==> src/rtl/proc_pkg.sv <==
// Shared constants for param_proc: opcodes, T-step encoding and bus-select codes.
package proc_pkg;

    typedef enum logic [2:0] {
        T0 = 3'd0,
        T1 = 3'd1,
        T2 = 3'd2,
        T3 = 3'd3,
        T4 = 3'd4,
        T5 = 3'd5
    } tstep_e;

    localparam logic [2:0] OP_MV   = 3'b000;
    localparam logic [2:0] OP_MVI  = 3'b001;
    localparam logic [2:0] OP_ADD  = 3'b010;
    localparam logic [2:0] OP_SUB  = 3'b011;
    localparam logic [2:0] OP_LD   = 3'b100;
    localparam logic [2:0] OP_ST   = 3'b101;
    localparam logic [2:0] OP_MVNZ = 3'b110;
    localparam logic [2:0] OP_MVNC = 3'b111;

    localparam int BUS_SEL_W = 4;
    typedef logic [BUS_SEL_W-1:0] bus_sel_t;

    localparam bus_sel_t SEL_R7  = 4'd7;
    localparam bus_sel_t SEL_G   = 4'd8;
    localparam bus_sel_t SEL_DIN = 4'd9;

    // Register Rn sits on bus-select code n.
    function automatic bus_sel_t sel_reg(input logic [2:0] idx);
        return {1'b0, idx};
    endfunction

endpackage

==> src/rtl/pc_counter.sv <==
// Program counter (R7) for param_proc; a bus load wins over the fetch increment.
module pc_counter #(
    parameter int            DW     = 16,
    parameter logic [DW-1:0] PC_RST = '0
) (
    input  logic          Clock,
    input  logic          Resetn,
    input  logic          load,
    input  logic          incr,
    input  logic [DW-1:0] d,
    output logic [DW-1:0] q
);

    logic [DW-1:0] pc_q;
    logic [DW-1:0] pc_d;

    // Next pc: load first, then increment, else hold.
    always_comb begin
        if (load) begin
            pc_d = d;
        end else if (incr) begin
            pc_d = pc_q + {{(DW-1){1'b0}}, 1'b1};
        end else begin
            pc_d = pc_q;
        end
    end

    // pc register with synchronous active-low reset.
    always_ff @(posedge Clock) begin
        if (!Resetn) begin
            pc_q <= PC_RST;
        end else begin
            pc_q <= pc_d;
        end
    end

    assign q = pc_q;

endmodule

==> src/rtl/param_proc.sv <==
// Simple multi-cycle processor: 8 x DW registers (R7 = pc), single shared bus.
// Optional carry flag and mvnc support under macro PROC_CARRY_FLAG_EN.
module param_proc
    import proc_pkg::*;
#(
    parameter int            DW     = 16,
    parameter logic [DW-1:0] PC_RST = '0
) (
    input  logic          Clock,
    input  logic          Resetn,
    input  logic          Run,
    input  logic [DW-1:0] DIN,
    output logic [DW-1:0] DOUT,
    output logic [DW-1:0] ADDR,
    output logic          W,
    output logic          Done
);

    tstep_e        state_q, state_d;
    logic [8:0]    ir_q, ir_d;
    logic [DW-1:0] r_q [0:6];
    logic [DW-1:0] r_d [0:6];
    logic [DW-1:0] a_q, a_d;
    logic [DW-1:0] g_q, g_d;
    logic          z_q, z_d;
    logic [DW-1:0] addr_q, addr_d;
    logic [DW-1:0] dout_q, dout_d;
    logic          w_q, w_d;
`ifdef PROC_CARRY_FLAG_EN
    logic          c_q, c_d;
    logic [DW:0]   alu_s;
`else
    logic [DW-1:0] alu_s;
`endif

    logic [2:0]    op_s, rx_s, ry_s;
    bus_sel_t      bus_sel_s;
    logic [DW-1:0] bus_s;
    logic [DW-1:0] r7_s;
    logic          done_s, wr_en_s, pc_inc_s, pc_ld_s;
    logic          ir_ld_s, a_ld_s, g_ld_s, addr_ld_s, dout_ld_s, alu_sub_s;

    assign op_s = ir_q[8:6];
    assign rx_s = ir_q[5:3];
    assign ry_s = ir_q[2:0];

    // Control: next T-step, bus source and per-register load enables.
    always_comb begin
        state_d   = state_q;
        bus_sel_s = SEL_DIN;
        done_s    = 1'b0;
        wr_en_s   = 1'b0;
        pc_inc_s  = 1'b0;
        ir_ld_s   = 1'b0;
        a_ld_s    = 1'b0;
        g_ld_s    = 1'b0;
        addr_ld_s = 1'b0;
        dout_ld_s = 1'b0;
        w_d       = 1'b0;
        alu_sub_s = (op_s == OP_SUB);
        case (state_q)
            T0: begin
                bus_sel_s = SEL_R7;
                addr_ld_s = 1'b1;
                if (Run) begin
                    pc_inc_s = 1'b1;
                    state_d  = T1;
                end else begin
                    state_d  = T0;
                end
            end
            // Reloading ADDR with the incremented pc makes DIN hold the mvi immediate in T3.
            T1: begin
                bus_sel_s = SEL_R7;
                addr_ld_s = 1'b1;
                state_d   = T2;
            end
            T2: begin
                ir_ld_s = 1'b1;
                state_d = T3;
            end
            T3: begin
                case (op_s)
                    OP_MV: begin
                        bus_sel_s = sel_reg(ry_s);
                        wr_en_s   = 1'b1;
                        done_s    = 1'b1;
                    end
                    OP_MVI: begin
                        bus_sel_s = SEL_DIN;
                        wr_en_s   = 1'b1;
                        pc_inc_s  = 1'b1;
                        done_s    = 1'b1;
                    end
                    OP_ADD, OP_SUB: begin
                        bus_sel_s = sel_reg(rx_s);
                        a_ld_s    = 1'b1;
                    end
                    OP_LD, OP_ST: begin
                        bus_sel_s = sel_reg(ry_s);
                        addr_ld_s = 1'b1;
                    end
                    OP_MVNZ: begin
                        bus_sel_s = sel_reg(ry_s);
                        wr_en_s   = ~z_q;
                        done_s    = 1'b1;
                    end
                    OP_MVNC: begin
`ifdef PROC_CARRY_FLAG_EN
                        bus_sel_s = sel_reg(ry_s);
                        wr_en_s   = ~c_q;
`else
                        wr_en_s   = 1'b0;
`endif
                        done_s    = 1'b1;
                    end
                    default: begin
                        done_s = 1'b1;
                    end
                endcase
                state_d = done_s ? T0 : T4;
            end
            T4: begin
                case (op_s)
                    OP_ADD, OP_SUB: begin
                        bus_sel_s = sel_reg(ry_s);
                        g_ld_s    = 1'b1;
                    end
                    OP_ST: begin
                        bus_sel_s = sel_reg(rx_s);
                        dout_ld_s = 1'b1;
                        w_d       = 1'b1;
                    end
                    default: begin
                        bus_sel_s = SEL_DIN;
                    end
                endcase
                state_d = T5;
            end
            T5: begin
                case (op_s)
                    OP_ADD, OP_SUB: begin
                        bus_sel_s = SEL_G;
                        wr_en_s   = 1'b1;
                    end
                    OP_LD: begin
                        bus_sel_s = SEL_DIN;
                        wr_en_s   = 1'b1;
                    end
                    default: begin
                        wr_en_s = 1'b0;
                    end
                endcase
                done_s  = 1'b1;
                state_d = T0;
            end
            default: begin
                state_d = T0;
            end
        endcase
    end

    // Shared bus: exactly one source, DIN when nothing else is selected.
    always_comb begin
        case (bus_sel_s)
            4'd0:    bus_s = r_q[0];
            4'd1:    bus_s = r_q[1];
            4'd2:    bus_s = r_q[2];
            4'd3:    bus_s = r_q[3];
            4'd4:    bus_s = r_q[4];
            4'd5:    bus_s = r_q[5];
            4'd6:    bus_s = r_q[6];
            SEL_R7:  bus_s = r7_s;
            SEL_G:   bus_s = g_q;
            default: bus_s = DIN;
        endcase
    end

    // Datapath next values: ALU wraps modulo 2^DW; flags update only when G loads.
    always_comb begin
`ifdef PROC_CARRY_FLAG_EN
        if (alu_sub_s) begin
            alu_s = {1'b0, a_q} - {1'b0, bus_s};
        end else begin
            alu_s = {1'b0, a_q} + {1'b0, bus_s};
        end
        c_d = g_ld_s ? alu_s[DW] : c_q;
`else
        if (alu_sub_s) begin
            alu_s = a_q - bus_s;
        end else begin
            alu_s = a_q + bus_s;
        end
`endif
        ir_d   = ir_ld_s   ? DIN[8:0]        : ir_q;
        a_d    = a_ld_s    ? bus_s           : a_q;
        g_d    = g_ld_s    ? alu_s[DW-1:0]   : g_q;
        z_d    = g_ld_s    ? (alu_s[DW-1:0] == {DW{1'b0}}) : z_q;
        addr_d = addr_ld_s ? bus_s           : addr_q;
        dout_d = dout_ld_s ? bus_s           : dout_q;
    end

    // Register-file write-back; Rx = R7 is routed to the pc as a load.
    always_comb begin
        pc_ld_s = wr_en_s && (rx_s == 3'd7);
        for (int i = 0; i < 7; i++) begin
            r_d[i] = (wr_en_s && (rx_s == 3'(i))) ? bus_s : r_q[i];
        end
    end

    pc_counter #(
        .DW     (DW),
        .PC_RST (PC_RST)
    ) u_pc (
        .Clock  (Clock),
        .Resetn (Resetn),
        .load   (pc_ld_s),
        .incr   (pc_inc_s),
        .d      (bus_s),
        .q      (r7_s)
    );

    // State, outputs and flags reset; R0..R6, A, G and IR are left unreset.
    always_ff @(posedge Clock) begin
        if (!Resetn) begin
            state_q <= T0;
            addr_q  <= {DW{1'b0}};
            dout_q  <= {DW{1'b0}};
            w_q     <= 1'b0;
            z_q     <= 1'b0;
`ifdef PROC_CARRY_FLAG_EN
            c_q     <= 1'b0;
`endif
        end else begin
            state_q <= state_d;
            addr_q  <= addr_d;
            dout_q  <= dout_d;
            w_q     <= w_d;
            z_q     <= z_d;
`ifdef PROC_CARRY_FLAG_EN
            c_q     <= c_d;
`endif
        end
        ir_q <= ir_d;
        a_q  <= a_d;
        g_q  <= g_d;
        r_q  <= r_d;
    end

    assign ADDR = addr_q;
    assign DOUT = dout_q;
    assign W    = w_q;
    assign Done = done_s;

endmodule

==> config.mk <==
export PLATFORM = sky130hd
export DESIGN_NAME = param_proc
export DESIGN_NICKNAME = d
export VERILOG_FILES = /design/src/rtl/proc_pkg.sv /design/src/rtl/pc_counter.sv /design/src/rtl/param_proc.sv
export SDC_FILE = /design/constraint.sdc
export NUM_CORES = 1
export LEC_CHECK = 0
export BUFFER_PORTS_ARGS = -buffer_cell sky130_fd_sc_hd__buf_2
export CORE_ASPECT_RATIO = 0.8
export CORE_UTILIZATION = 51
export CTS_CLUSTER_SIZE = 28
export DETAILED_ROUTE_END_ITERATION = 10
export GPL_TIMING_DRIVEN = 0
export PLACE_DENSITY = 0.73
export SLEW_MARGIN = 20
export SYNTH_ARGS = -nofsm -noshare
export SYNTH_HDL_FRONTEND = slang
export SYNTH_SLANG_ARGS = --single-unit
==> constraint.sdc <==
create_clock -name Clock -period 12.2 [get_ports Clock]
set_input_delay 1.83 -clock Clock [delete_from_list [all_inputs] [get_ports Clock]]
set_output_delay 1.83 -clock Clock [all_outputs]
set_load 0.05 [all_outputs]
# After elaboration in Yosys (flattened, before gate mapping)
# Cells that the tools add are included.
# Widths: inputs -> output; s select.
# totals
romBits,0
memories,0
latchBits,0
input_bits,19
ff_bits,206
ram_bits,0
out_inout_bits,34
# classes
bitwise_logic,1
eq_ne,27
magnitude_cmp,0
shifts,0
n_addsub,3
n_mux,28
n_reduce_logical,21
mul,0
div_mod_pow,0
# ops
cell,n
$pmux 16 s9,1
$mux 16,3
$eq 3x3->1 const B,10
$eq 3x2->1 const B,6
$add 16x1->16 const B,1
$add 16x16->16,1
$eq 4x3->1 const B,4
$logic_not 16->1,1
$pmux 4 s2,2
$pmux 4 s4,1
$sub 16x16->16,1
$pmux 3 s5,1
$mux 1,14
$pmux 1 s2,5
$eq 3x1->1 const B,3
$logic_not 3->1,3
$eq 4x2->1 const B,2
$logic_and 1x1->1,8
$reduce_or 2->1,4
$reduce_or 4->1,2
$eq 4x1->1 const B,1
$eq 4x4->1 const B,1
$logic_not 4->1,1
$mux 3,1
3 further kinds,3

# Longest topological paths before layout
# depth
word_depth,9
depth_mapped,29
depth_no_buf,25

# Modules after synthesis
# Synthesis repeated with hierarchy kept, for this count alone.
# hier_totals
hier_cells,884
area_unflattened_um2,10134.7
# by_module_without_submodules
mod,instances,cells_each,area_per_inst_um2,seq_area_each_um2
param_proc,1,785,9215.1,5335.1
pc_counter,1,99,919.6,320.3

# Worst setup path before layout
# Ideal clock, no wire load.
# synth_path
kind,register to register
start,register state_q[2]
end,register z_q
stages_incl_launch_ff,28
n_path_buf,2
t_arrival_ns,5.659
required_ns,12.116
path_slack_ns,6.457
synth_period_minus_slack_ns,5.743
setup_time_ns,0.084
path_cell_list,dfxtp_1 > buf_4 > nor3b_2 > and2_1 > o21ai_1 > nand2_2 > clkbuf_1 > nand3_1 > a31oi_1 > a211o_1 > o21a_1 > inv_1 > ha_1 > nor2_1 > xnor2_1 > ha_1 > nor2b_1 > o21ai_0 > a21boi_0 > o21a_1 > o21ai_0 > a21oi_1 > or4_1 > a22oi_1 > o2111ai_1 > nor4_1 > o31ai_1 > o221ai_2
# synth_lines
element,line,rtl
start: declaration,param_proc.sv:19,"tstep_e state_q, state_d;"
start signal: assignment,param_proc.sv:235,state_q <= state_d;
$eq 3x3->1,param_proc.sv:61,case (state_q)
$mux 1,param_proc.sv:61,
via g_ld_s,param_proc.sv:41,"logic ir_ld_s, a_ld_s, g_ld_s, addr_ld_s, dout_ld_s, alu_sub_s;"
end signal: assignment,param_proc.sv:239,z_q <= z_d;
end: declaration,param_proc.sv:25,"logic z_q, z_d;"
# The timed path passes the listed nets, and every way through them passes these cells.
# A chain may end at the register's enable or synchronous reset.

# Worst setup path in the final report
# Same ends and word-level chain as after synthesis.

==> results.sh <==
export IMPL_power_share_sequential_pct=39.0
export IMPL_critical_path_startpoint="state_q[2]"
export IMPL_critical_path_depth=26
export IMPL_antenna_left=0
export IMPL_post_synth_cell_area_avg_um2=10.9
export IMPL_syn_instance_count=914
export IMPL_timing_max_slew_rel_slack_pct=33.4
export IMPL_post_synth_fa_ha_maj_area_fraction_pct=2.34
export IMPL_fin_nets=1034
export IMPL_tritoncts_buffers=21
export IMPL_timing_reg2reg_worst_path_depth=26
export IMPL_dominantRegCellSynth="sky130_fd_sc_hd__edfxtp_1"
export IMPL_number_of_antenna_violations_at_the_first_check_in_global_routing=0
export IMPL_combPwrFrac_pct=30.2
export IMPL_critPathCapture="z_q"
export IMPL_timing_max_cap_violations=0
export IMPL_endpoint_kind="register"
export IMPL_first_pass_grt_wire_length_mm=44.4
export IMPL_p_clk_share_pct=30.8
export IMPL_cts_reportedPaths_clkPinSlew_ps=70
export IMPL_hold_path_class="register to register"
export IMPL_ys_warnings_count=0
export IMPL_timing_setup_tns_ps=0
export IMPL_swShare_pct=33.7
export IMPL_avgViaCountPerCell=6.32
export IMPL_drt_pass1_iter_count=7
export IMPL_grt_usage_pct=30.0
export IMPL_post_synth_num_cell_types=86
export IMPL_dieWidth_um=158
export IMPL_tritoncts_clock_tree="yes"
export IMPL_final_layout_size_suffix_gt1_share_pct=16.2
export IMPL_path_class="register to register"
export IMPL_holdCritStartpoint="ADDR[14]"
export IMPL_flip_flop_and_latch_count_after_synthesis=206
export IMPL_clock_tree_htree_level_count=1
export IMPL_fillers=1607
export IMPL_synthesis_area_um2=9940
export IMPL_mappedNetlistNets=951
export IMPL_yosysTopAreaCell="sky130_fd_sc_hd__edfxtp_1"
export IMPL_post_synth_main_area_contributors="sky130_fd_sc_hd__edfxtp_1 46%, sky130_fd_sc_hd__dfxtp_1 11%, sky130_fd_sc_hd__nand2_1 4.8%"
export IMPL_fin_skew_ps=16.7
export IMPL_core_um2=19000
export IMPL_place_gp_congestion=0.927
export IMPL_finalHoldViolCount=0
export IMPL_crit_path_max_fanout=20
export IMPL_die_area_um2=20000
export IMPL_synth_top_family_by_area="simple AND/OR/NAND/NOR gates"
export IMPL_r2r_setup_slack_ps=4250
export IMPL_muxShareOfSynthArea_pct=2.23
export IMPL_worst_r2r_endpoint="z_q"
export IMPL_unrepaired_setup_endpoints_after_global_routing="false"
export IMPL_timing_critical_path_from_type="register"
export IMPL_fin_worst_hold_slack_ps=453
export IMPL_initial_util_pct=52.2
export IMPL_synth_compound_gate_area_share_pct=15.4
export IMPL_worstPathRequired_ps=12620
export IMPL_route_detailed_drc=0
export IMPL_synth_simple_gate_area_share_pct=16.5
export IMPL_dr_first_iter_drc_count=1115
export IMPL_insertedDiodeCount=0
export IMPL_cts_resized_gates=0
export IMPL_hold_buffers=0
export IMPL_period_share_pct=65.2
export IMPL_place_hpwl_mm=20.7
export IMPL_grt_pass1_vias=7517
export IMPL_total_via_count_in_the_routed_design=8024
export IMPL_leakage_nw=4.18
export IMPL_cp_top_family="compound AO/OA/AOI/OAI gates"
export IMPL_clock_sinks=206
export IMPL_vdd_ir_drop_worst_uv=99.4
export IMPL_worstReg2RegStart="state_q[2]"
export IMPL_synth_top_area_share_pct=46.2
export IMPL_final_setup_viol_count=0
export IMPL_p_sw_w=0.000733
export IMPL_fp_row_count=45
export IMPL_tightestPinTransition_ps=996
export IMPL_post_route_min_period_ps=7950
export IMPL_post_cts_setup_buffer_count=0
export IMPL_worst_endpoint_arrival_ps=8380
export IMPL_areaGrowthSynthToFinish_pct=14.5
export IMPL_report_final_slew_viol_count=0
export IMPL_status="finished clean"
export IMPL_hold_path_cell_count=2
export IMPL_critical_path_slowest_cell="sky130_fd_sc_hd__and2_1"
export IMPL_powerDensity_nw_per_um2=191
export IMPL_clk_latency_ps=510
export IMPL_route_detailed_wl_per_inst_um=23.2
export IMPL_internal_power_w=0.00144
export IMPL_synth_async_sr_flop_share_pct=0
export IMPL_highest_cell_delay_on_the_worst_timing_path_ps=840
export IMPL_die_h_um=127
export IMPL_grt_max_degree=21
export IMPL_ys_seq_area_share_pct=56.9
export IMPL_achievable_frequency_mhz=126
export IMPL_port_buffers=52
export IMPL_synth_xor_area_share_pct=3.26
export IMPL_drt_wl_total_mm=29.4
export IMPL_top_level_ports=53
export IMPL_grt_ovfl_total=0
export IMPL_ctsLongestPathBuffers=3
export IMPL_buffer_and_inverter_count_on_the_worst_path=3
export IMPL_number_of_flops_mapped_to_enable_cells_by_yosys=153
export IMPL_root_cell_of_the_clock_tree="sky130_fd_sc_hd__clkbuf_16"
[placed cells by master (no fill, tap or decap), drive strengths merged, types with 24 or more instances in the layout]
| cell type | netlist | final |
|---|---|---|
| buf | 26 | 86 |
| dfxtp | 53 | 53 |
| xnor2 | 25 | 25 |
| nand3 | 33 | 33 |
| nor2 | 90 | 90 |
| a21oi | 58 | 58 |
| o21ai | 37 | 37 |
| nand2 | 127 | 127 |
| edfxtp | 153 | 153 |
| clkbuf | 26 | 53 |
| inv | 21 | 24 |
[flip-flops by register name, indices dropped and copies added (netlist names)]
| register | cells |
|---|---|
| r_q | 112 |
| ADDR | 16 |
| DOUT | 16 |
| a_q | 16 |
| g_q | 16 |
| u_pc.q | 16 |
| ir_q | 9 |
| state_q | 3 |
| W | 1 |
| z_q | 1 |
[synth_stat cells, types with 8 or more instances]
| master | count |
|---|---|
| sky130_fd_sc_hd__nand3_1 | 33 |
| sky130_fd_sc_hd__a21oi_1 | 58 |
| sky130_fd_sc_hd__a31oi_1 | 9 |
| sky130_fd_sc_hd__nor3_1 | 18 |
| sky130_fd_sc_hd__o21ai_0 | 34 |
| sky130_fd_sc_hd__edfxtp_1 | 153 |
| sky130_fd_sc_hd__inv_1 | 21 |
| sky130_fd_sc_hd__xor2_1 | 12 |
| sky130_fd_sc_hd__buf_2 | 20 |
| sky130_fd_sc_hd__and2_1 | 10 |
| sky130_fd_sc_hd__a211oi_1 | 20 |
| sky130_fd_sc_hd__o21a_1 | 8 |
| sky130_fd_sc_hd__mux2i_1 | 12 |
| sky130_fd_sc_hd__nand2_1 | 126 |
| sky130_fd_sc_hd__clkbuf_1 | 26 |
| sky130_fd_sc_hd__and3_1 | 13 |
| sky130_fd_sc_hd__dfxtp_1 | 53 |
| sky130_fd_sc_hd__nor2_1 | 88 |
| sky130_fd_sc_hd__xnor2_1 | 25 |
| sky130_fd_sc_hd__ha_1 | 17 |
| sky130_fd_sc_hd__nand4_1 | 12 |
[cell families (layout without fill, tap and decap cells)]
kind of cell	count (synthesis)	after routing
flops	206	206
fa+ha+maj	18	18
buf+inv	74	172
mux	19	19
compound gates	214	214
xor+xnor	37	37
simple gates	346	346
[metal layers]
metal  global-route usage (%)  share of wire [%]  vias up
li1                         -                  -     3549
met1                     45.4                 42     3876
met2                     42.2                 42      537
met3                     7.62                 14       62
met4                     9.05                2.6        0
met5                        0                  0        -
[final cells by class]
class	instances	area, um2	area share [%]
clock buffer	27	592	5.20
clock inverter	11	119	1.05
inverter	22	82.6	0.726
sequential	206	5660	49.7
multi-input combinational	634	4000	35.2
timing repair buffer	60	347	3.05
buffer	52	250	2.20
tap	258	323	2.84
[power groups by stage]
stage / Clock [W] / Sequential (W) / Combinational [W]
after CTS: 0.000667 / 0.000847 / 0.000641
after floorplan: 0 / 0.000893 / 0.000418
final: 0.000670 / 0.000847 / 0.000655
after detailed placement: 0 / 0.000862 / 0.000635
after global placement: 0 / 0.000861 / 0.000616
after global routing: 0.000694 / 0.000849 / 0.000706
[worst min-delay path, stage by stage (launching register included)]
cell and delay (ps):
sky130_fd_sc_hd__dfxtp_1 300, sky130_fd_sc_hd__nand2_1 50, sky130_fd_sc_hd__a21oi_1 50
[per-stage QoR]
step	instance area (um2)	cells	worst slack, ps	total power, W	util, %
floorplan	9940	914	6460	0.00131	-
global placement	10500	1224	4390	0.00148	55.3
detailed placement	10700	1232	4480	0.00150	56.0
CTS	11400	1270	4450	0.00215	59.8
global route	11400	1270	3890	0.00225	59.8
finish	11400	1270	4250	0.00217	59.8
[how the worst min path moves through the flow]
stage	endpoint	slack, ps
after floorplan	z_q	490
after global placement	ADDR[3]	440
after detailed placement	ADDR[6]	440
after CTS	ADDR[6]	450
after global routing	ADDR[6]	470
final	ADDR[14]	450
(Power assumes the default switching activity.)
